===== config.mk =====
export PLATFORM = sky130hd
export DESIGN_NAME = ycr_tcm_sp_arb
export DESIGN_NICKNAME = d
export VERILOG_FILES = /design/src/rtl/ycr_tcm_sp_arb.sv
export SDC_FILE = /design/constraint.sdc
export NUM_CORES = 1
export LEC_CHECK = 0
export ABC_AREA = 0
export CORE_AREA = 2 2 97 99
export CTS_BUF_LIST = sky130_fd_sc_hd__clkbuf_4
export DETAILED_ROUTE_END_ITERATION = 10
export DIE_AREA = 0 0 99 101
export PLACE_DENSITY = 0.71
export SYNTH_ARGS = -nofsm -noshare
export SYNTH_HDL_FRONTEND = slang
export SYNTH_SLANG_ARGS = --single-unit

===== constraint.sdc =====
create_clock -name clk -period 2 [get_ports clk]
set_input_delay 0.6 -clock clk [delete_from_list [all_inputs] [get_ports clk]]
set_output_delay 0.6 -clock clk [all_outputs]
set_load 0.1 [all_outputs]

===== src/rtl/ycr_tcm_sp_arb.sv =====
// ycr_tcm_sp_arb: shares one 1RW SRAM macro between the core imem (read-only) and dmem TCM ports.
// Define YCR_TCM_ARB_RR_EN for round-robin arbitration; default is fixed priority, DMEM over IMEM.
`ifndef YCR_IMEM_AWIDTH
`define YCR_IMEM_AWIDTH 32
`endif
`ifndef YCR_DMEM_AWIDTH
`define YCR_DMEM_AWIDTH 32
`endif

module ycr_tcm_sp_arb #(
  parameter int SRAM_AW = 9
) (
  input  logic                        clk,
  input  logic                        rst_n,

  input  logic                        imem_req,
  input  logic [`YCR_IMEM_AWIDTH-1:0] imem_addr,
  output logic                        imem_req_ack,
  output logic [31:0]                 imem_rdata,
  output logic [1:0]                  imem_resp,

  input  logic                        dmem_req,
  input  logic                        dmem_cmd,
  input  logic [1:0]                  dmem_width,
  input  logic [`YCR_DMEM_AWIDTH-1:0] dmem_addr,
  input  logic [31:0]                 dmem_wdata,
  output logic                        dmem_req_ack,
  output logic [31:0]                 dmem_rdata,
  output logic [1:0]                  dmem_resp,

  output logic                        sram_clk,
  output logic                        sram_csb,
  output logic                        sram_web,
  output logic [SRAM_AW-1:0]          sram_addr,
  output logic [3:0]                  sram_wmask,
  output logic [31:0]                 sram_din,
  input  logic [31:0]                 sram_dout
);

  localparam logic [1:0] RESP_NOTRDY = 2'b00;
  localparam logic [1:0] RESP_RDY_OK = 2'b01;
  localparam logic [1:0] RESP_RDY_ER = 2'b10;

  localparam logic       CMD_WR  = 1'b1;
  localparam logic [1:0] W_BYTE  = 2'd0;
  localparam logic [1:0] W_HWORD = 2'd1;
  localparam logic [1:0] W_WORD  = 2'd2;

  typedef enum logic [1:0] {
    GNT_NONE = 2'd0,
    GNT_IMEM = 2'd1,
    GNT_DMEM = 2'd2
  } gnt_e;

  gnt_e       gnt;
  gnt_e       gnt_nxt;
  logic       imem_pend;
  logic       dmem_pend;
  logic       dmem_misaligned;
  logic       dmem_rd_q;
  logic [1:0] addr_lsb_q;

  logic       unused_addr_bits;
  assign unused_addr_bits = ^{imem_addr[`YCR_IMEM_AWIDTH-1:SRAM_AW+2], imem_addr[1:0],
                              dmem_addr[`YCR_DMEM_AWIDTH-1:SRAM_AW+2]};

  assign sram_clk     = clk;
  assign imem_req_ack = (gnt == GNT_IMEM);
  assign dmem_req_ack = (gnt == GNT_DMEM);

  // A port being acked this cycle still holds req; masking it keeps a port from
  // being granted back-to-back, which guarantees the other port a slot.
  assign imem_pend = imem_req & ~imem_req_ack;
  assign dmem_pend = dmem_req & ~dmem_req_ack;

  // The reserved width encoding is rejected together with the misaligned cases.
  always_comb begin
    // NOTE: every always_comb output gets a default first so no path leaves it unassigned (no latch).
    dmem_misaligned = 1'b0;
    unique case (dmem_width)
      W_BYTE:  dmem_misaligned = 1'b0;
      W_HWORD: dmem_misaligned = dmem_addr[0];
      W_WORD:  dmem_misaligned = (dmem_addr[1:0] != 2'b00);
      default: dmem_misaligned = 1'b1;
    endcase
  end

`ifdef YCR_TCM_ARB_RR_EN
  logic rr_last_dmem;

  always_ff @(posedge clk or negedge rst_n) begin
    if (!rst_n) begin
      rr_last_dmem <= 1'b0;
    end else if (gnt_nxt != GNT_NONE) begin
      rr_last_dmem <= (gnt_nxt == GNT_DMEM);
    end
  end
`endif

  always_comb begin
    gnt_nxt = GNT_NONE;
    if (dmem_pend && imem_pend) begin
`ifdef YCR_TCM_ARB_RR_EN
      gnt_nxt = rr_last_dmem ? GNT_IMEM : GNT_DMEM;
`else
      gnt_nxt = GNT_DMEM;
`endif
    end else if (dmem_pend) begin
      gnt_nxt = GNT_DMEM;
    end else if (imem_pend) begin
      gnt_nxt = GNT_IMEM;
    end
  end

  // SRAM is driven during the grant cycle straight from the granted port, whose
  // request fields are still held stable by the handshake.
  always_comb begin
    sram_csb   = 1'b1;
    sram_web   = 1'b1;
    sram_addr  = '0;
    sram_wmask = 4'h0;
    sram_din   = 32'h0;
    case (gnt)
      GNT_IMEM: begin
        sram_csb  = 1'b0;
        sram_addr = imem_addr[SRAM_AW+1:2];
      end
      GNT_DMEM: begin
        if (!dmem_misaligned) begin
          sram_csb  = 1'b0;
          sram_addr = dmem_addr[SRAM_AW+1:2];
          if (dmem_cmd == CMD_WR) begin
            sram_web = 1'b0;
            case (dmem_width)
              W_BYTE: begin
                sram_din   = {4{dmem_wdata[7:0]}};
                sram_wmask = 4'b0001 << dmem_addr[1:0];
              end
              W_HWORD: begin
                sram_din   = {2{dmem_wdata[15:0]}};
                sram_wmask = 4'b0011 << {dmem_addr[1], 1'b0};
              end
              default: begin
                sram_din   = dmem_wdata;
                sram_wmask = 4'hF;
              end
            endcase
          end
        end
      end
      default: ;
    endcase
  end

  always_ff @(posedge clk or negedge rst_n) begin
    if (!rst_n) begin
      gnt        <= GNT_NONE;
      imem_resp  <= RESP_NOTRDY;
      dmem_resp  <= RESP_NOTRDY;
      dmem_rd_q  <= 1'b0;
      addr_lsb_q <= 2'b00;
    end else begin
      // NOTE: sequential state uses non-blocking assignments so every flop samples pre-edge values.
      gnt        <= gnt_nxt;
      imem_resp  <= (gnt == GNT_IMEM) ? RESP_RDY_OK : RESP_NOTRDY;
      dmem_resp  <= (gnt != GNT_DMEM) ? RESP_NOTRDY :
                    (dmem_misaligned  ? RESP_RDY_ER : RESP_RDY_OK);
      dmem_rd_q  <= (gnt == GNT_DMEM) && (dmem_cmd != CMD_WR) && !dmem_misaligned;
      if (gnt == GNT_DMEM) begin
        addr_lsb_q <= dmem_addr[1:0];
      end
    end
  end

  // Read data comes straight from the macro in the response cycle; zero otherwise.
  assign imem_rdata = (imem_resp == RESP_RDY_OK) ? sram_dout : 32'h0;
  assign dmem_rdata = dmem_rd_q ? (sram_dout >> {addr_lsb_q, 3'b000}) : 32'h0;

`ifndef SYNTHESIS
  a_imem_ack_resp_excl : assert property (@(posedge clk) disable iff (!rst_n)
    !(imem_req_ack && (imem_resp != RESP_NOTRDY)));
  a_dmem_ack_resp_excl : assert property (@(posedge clk) disable iff (!rst_n)
    !(dmem_req_ack && (dmem_resp != RESP_NOTRDY)));
`endif

endmodule


==> results of run 1 <==
-- cell usage after synthesis --
cell type   n
clkinv_1    1
nor2b_1     4
buf_6       2
o211a_1     8
and2_1     58
o211a_4     1
nor3_4      1
mux2_2     18
clkbuf_1    8
buf_1       2
buf_2       7
ha_1        2
o22ai_1     4
nand2b_1    1
inv_2       1
nor3b_1     2
o2bb2ai_1   7
dfrtp_1     8
nand3b_1    3
nor2_1     21
or2_1       1
a21oi_1    20
conb_1      1
a21oi_2     1
a32o_1      6
buf_4       4
mux2i_1    25
or2b_1      1
o21ai_0    10
clkbuf_2    1
inv_1       3
nand2_1    36
-- critical path, cell delays in order (launching register included) --
cell,delay [ns]
dfrtp_2,0.44
buf_12,0.15
buf_16,0.14
mux2i_1,0.14
o2bb2ai_1,0.18
and2_4,0.18
buf_12,0.16
-- cells by family after synthesis --
family	synth area share (%)
other	0.196
AOI/OAI and AO/OA	21.1
adders and majority gates	1.31
DFF	10.5
and+or+nand+nor	35.4
muxes	23.7
buffers and inverters	7.80
-- registers in the layout (all words and copies together) (netlist names) --
name,flops
gnt,2
addr_lsb_q,2
dmem_rd_q,1
dmem_resp,2
imem_resp,1
-- metal layers --
layer / up-vias / global-route usage [%] / wire length [microns] / share of wire (%)
met2: 184 / 41.1 / 6100 / 53
met4: 0 / 8.96 / 404 / 3.5
met1: 1503 / 22.2 / 4030 / 35
li1: 1468 / - / - / -
met3: 32 / 6.03 / 972 / 8.4
met5: - / 0 / 0 / 0
-- repair_timing --
| item | 4_1_cts | 5_1_grt |
|---|---|---|
| gates resized for setup | 110 | 30 |
| setup buffers | 14 | 6 |
| gates cloned | 3 | 1 |
| pin swaps | 52 | 7 |
| endpoints found under the setup margin | 113 | 112 |
-- metrics by stage --
step / hold slack, ns / total power, mW / instances / cell area (sq um)
after floorplan: 0.304 / 1.64 / 268 / 2570
after global placement: 0.566 / 2.45 / 619 / 6290
after detailed placement: 0.571 / 2.48 / 619 / 6290
after CTS: 0.507 / 3.01 / 643 / 6680
after global routing: 0.520 / 3.16 / 649 / 6840
final: 0.499 / 3.05 / 649 / 6840
-- power by group --
part / leakage [nW] / total, mW / internal [mW] / switching [mW]
Combinational: 2.70 / 2.36 / 1.06 / 1.30
Sequential: 0.0997 / 0.208 / 0.181 / 0.0265
Clock: 0.0399 / 0.475 / 0.228 / 0.248
-- layout make-up --
| cell class | count | share of cell area (%) |
|---|---|---|
| Tap cell | 111 | 2.03 |
| Sequential cell | 8 | 3.00 |
| Timing Repair Buffer | 287 | 59.5 |
| Multi-Input combinational cell | 231 | 34.1 |
| Clock buffer | 7 | 1.02 |
| Inverter | 5 | 0.384 |
-- worst max-delay path by stage --
stage | slack (ns) | from | to | depth (start not counted)
floorplan | -0.54 | gnt[1] | sram_addr[2] | 4
global placement | -0.74 | dmem_width[0] | sram_din[24] | 6
detailed placement | -0.78 | dmem_width[0] | sram_din[25] | 6
CTS | -0.34 | gnt[0] | sram_din[24] | 7
global route | -0.40 | addr_lsb_q[0] | dmem_rdata[0] | 4
finish | -0.37 | addr_lsb_q[0] | dmem_rdata[15] | 6
==> impl_metrics.json, run 1 <==
{
  "path_class": "reg -> out",
  "pin_count": 253,
  "synthDistinctLibCells": 32,
  "diodes": 0,
  "grt_pass1_wl_mm": 17.2,
  "grt.total_usage_pct": 21.6,
  "setup_viol": 103,
  "num_rows": 35,
  "hold_buffers": 0,
  "drc": 0,
  "period_needed_ns": 2.37,
  "first_iter_violations": 61,
  "fin_ws_ns": -0.366,
  "maxCapViolCount": 0,
  "ys_seq_elements": 8,
  "drv_slew": 0,
  "final_cell_mix": "126 x buf_12, 56 x and2_4, 53 x clkdlybuf4s50_1, 43 x buf_4, 36 x nand2_1",
  "syn_to_final_growth_pct": 258,
  "utilization_pct": 76.2,
  "rr_worst_depth": 6,
  "grt_overflow": 0,
  "crit_required_ns": 1.40,
  "drive_gt1_share_pct": 68.2,
  "postSynthAreaPerCell_sq_um": 7.12,
  "grt_max_degree": 26,
  "hpwl_mm": 8.74,
  "p_per_area_mw_per_mm2": 445,
  "finClkSkew_ns": 0.00986,
  "max_freq_ghz": 0.423,
  "synth_area_sq_mm": 0.00191,
  "multiInputGateArea_sq_mm": 0.00233,
  "clkTransAtPathRegs_ns": 0.06,
  "die_w_microns": 99,
  "cts_tree": "yes",
  "wl_per_cell_microns": 17.7,
  "p_leak_nw": 2.84,
  "end_kind": "primary output",
  "via_count": 3187,
  "grt_pass1_vias": 3397,
  "cp_max_fo": 6,
  "synthCells": 268,
  "r2r-end": "addr_lsb_q[1]",
  "seq_area_frac_synth_pct": 10.5,
  "mostFrequentLayoutCell": "buf_12",
  "synth_top_area_share_pct": 19.0,
  "ff_latch_area_sq_um": 205,
  "core_area_sq_mm": 0.00898,
  "place_congestion": 0.799,
  "antenna_left": 0,
  "ir_drop_mv": 0.488,
  "yosys_warnings": 0,
  "violations": "negative setup slack",
  "synth_nets": 405,
  "arrival_ns": 1.77,
  "dieArea_sq_mm": 0.0100,
  "clock_latency_ns": 0.37,
  "antenna_found_initial": 0,
  "start_util_pct": 21.3,
  "fin_crit_sh_pct": 118,
  "synthTopCellsByArea": "and2_1 19%, mux2i_1 13%, mux2_2 11%",
  "firstDrtPassIters": 4,
  "nets": 676,
  "dp_slack_ns": -0.784,
  "hold_violations": 0,
  "synth_area_leader_cell": "and2_1",
  "r2r-start": "gnt[1]",
  "io_buffers": 207,
  "hp-class": "in -> async",
  "status": "complete, but fails checks",
  "drt-vias-per-instance": 4.91,
  "fin_tns_setup_ns": -23.23,
  "rrSetupSlack_ns": 0.50,
  "grt_setup_unrepaired": "yes",
  "routed_wl_mm": 11.5,
  "die_h_microns": 101,
  "num-fill-cells": 559,
  "start_kind": "flop"
}
Note: power is estimated with default switching activity, not from simulation.
==> run 2: changes to the inputs <==
--- a/config.mk
+++ b/config.mk
@@ -5,7 +5,7 @@
 export SDC_FILE = /design/constraint.sdc
 export NUM_CORES = 1
 export LEC_CHECK = 0
-export ABC_AREA = 0
+export ABC_CLOCK_PERIOD_IN_PS = 2000
 export CORE_AREA = 2 2 97 99
 export CTS_BUF_LIST = sky130_fd_sc_hd__clkbuf_4
 export DETAILED_ROUTE_END_ITERATION = 10
==> results of run 2 <==
The final DEF is identical to that of run 1; final timing and power are the same.
==> run 3: changes to the inputs <==
--- a/config.mk
+++ b/config.mk
@@ -11,6 +11,7 @@
 export DETAILED_ROUTE_END_ITERATION = 10
 export DIE_AREA = 0 0 99 101
 export PLACE_DENSITY = 0.71
+export SETUP_SLACK_MARGIN = 0.3
 export SYNTH_ARGS = -nofsm -noshare
 export SYNTH_HDL_FRONTEND = slang
 export SYNTH_SLANG_ARGS = --single-unit
==> run 3 against run 2 <==
Effect of this change:
- the run still ends with negative setup slack left
- register-to-register slack improved by 0.09 ns
- maximum frequency decreased by 1.8%
- critical path depth did not move
- critical path type unchanged
==> impl_metrics.json, run 3 (synthesized netlist as in run 1, its figures left out) <==
{
  "maxCapViolCount": 0,
  "die_w_microns": 99,
  "period_needed_ns": 2.41,
  "num_rows": 35,
  "path_common_cell": "buf_12",
  "max_stage_delay_ns": 0.48,
  "whs_ns": 0.493,
  "clkTransAtPathRegs_ns": 0.06,
  "wl_per_cell_microns": 17.7,
  "drv_slew": 0,
  "worst-path-buf-inv": 3,
  "fin_tns_setup_ns": -28.06,
  "fin_crit_sh_pct": 120,
  "grt_max_degree": 21,
  "antenna_left": 0,
  "path_class": "reg -> out",
  "top_regs": "addr_lsb_q x2, dmem_resp x2, gnt x2",
  "die_h_microns": 101,
  "grt.total_usage_pct": 21.2,
  "violations": "negative setup slack",
  "ir_drop_mv": 0.462,
  "finClkSkew_ns": 0.0111,
  "finalPower_mw": 3.15,
  "hp-class": "in -> async",
  "grt_setup_unrepaired": "yes",
  "fin_ws_ns": -0.410,
  "core_area_sq_mm": 0.00898,
  "hold_violations": 0,
  "max_freq_ghz": 0.415,
  "path_delay_family": "buffers and inverters",
  "cp_cell_sequence": "buf_12, buf_4, mux2i_1, o2bb2ai_1, and2_4, buf_12",
  "cp_max_fo": 6,
  "firstDrtPassIters": 4,
  "start_kind": "flop",
  "grt_pass1_vias": 3200,
  "syn_to_final_growth_pct": 262,
  "hpwl_mm": 8.92,
  "num-fill-cells": 546,
  "dieArea_sq_mm": 0.0100,
  "multiInputGateArea_sq_mm": 0.00236,
  "via_count": 3107,
  "hold_buffers": 0,
  "drc": 0,
  "mostFrequentLayoutCell": "buf_12",
  "drt-vias-per-instance": 4.74,
  "antenna_found_initial": 2,
  "grt_overflow": 0,
  "start_util_pct": 21.3,
  "drive_gt1_share_pct": 69.3,
  "ff_latch_area_sq_um": 206,
  "setup_viol": 112,
  "io_buffers": 207,
  "p_per_area_mw_per_mm2": 455,
  "nets": 682,
  "routed_wl_mm": 11.6,
  "slowest_stage": "dfrtp_2",
  "final_cell_mix": "125 x buf_12, 56 x and2_4, 51 x clkdlybuf4s50_1, 50 x buf_4, 35 x nand2_1",
  "status": "complete, but fails checks",
  "p_leak_nw": 2.87,
  "clock_latency_ns": 0.38,
  "end_kind": "primary output",
  "cts_tree": "yes",
  "crit_required_ns": 1.40,
  "pin_count": 253,
  "place_congestion": 0.817,
  "first_iter_violations": 37,
  "grt_pass1_wl_mm": 17.0,
  "arrival_ns": 1.81
}
==> run 3: cell types whose count changed in the layout (fill, tap and decap cells not counted), moves of 3 or more <==
cell           change
clkbuf_16          +3
mux2i_1            -6
buf_4              +7
mux2_2             -3
mux2i_2            +6
dlygate4sd2_1      +3
mux2_4             +3
==> run 3: worst register-to-register path: stages (launching register included) <==
cell and delay, ns:
dfrtp_1 0.40, inv_2 0.08, ha_4 0.16, buf_6 0.10
buf_6 0.10, buf_4 0.12, mux2_2 0.32
==> run 3: path summary, 6_finish.rpt <==
path | from | to | slack, ns | cells after the start
worst max-delay path | addr_lsb_q[0] | dmem_rdata[8] | -0.41 | 6
worst min-delay path | rst_n | gnt[1] | 0.49 | 1
worst max register to register | gnt[0] | addr_lsb_q[1] | 0.59 | 6
worst min register to register | addr_lsb_q[1] | addr_lsb_q[1] | 0.59 | 1
max in group asynchronous | rst_n | addr_lsb_q[1] | 1.20 | 1
min in group clk | addr_lsb_q[1] | addr_lsb_q[1] | 0.59 | 1
==> run 3: per-layer routing <==
layer  up-vias  GRT usage, %  part of all wire (%)
met4         0          4.85                   1.3
met1      1472          23.3                    37
met2       141          41.8                    56
met5         -             0                     0
met3        13          3.68                   5.8
li1       1481             -                     -
==> run 3: what timing repair did <==
| item | 4_1_cts | 5_1_grt |
|---|---|---|
| gates resized for setup | 100 | 34 |
| setup endpoints to repair | 117 | 115 |
| gates cloned | 2 | 3 |
| pin swaps | 30 | 22 |
| setup buffers | 16 | 5 |
| endpoints found under the hold margin | 0 | 0 |
==> run 3: through the flow <==
stage                     cell area, sq um  worst slack, ns  instances  util (%)
after floorplan                       2680           -0.544        268         -
after global placement                6320           -0.746        622      70.4
after detailed placement              6320           -0.796        622      70.4
after CTS                             6670           -0.385        647      74.3
after global routing                  6920           -0.501        656      77.0
final                                 6920           -0.410        656      77.0
==> run 3: report_power, final <==
part | internal (mW) | switching, mW
sequential | 0.182 | 0.0346
combinational | 1.10 | 1.29
clock | 0.280 | 0.264
total | 1.56 | 1.59
==> run 3: cell type report <==
| cell class | instances | share of cell area [%] |
|---|---|---|
| sequential | 8 | 2.98 |
| inverter | 5 | 0.380 |
| timing repair buffer | 292 | 59.2 |
| multi-input combinational | 231 | 34.2 |
| clock buffer | 8 | 1.23 |
| tap | 111 | 2.01 |
| antenna | 1 | 0.0362 |
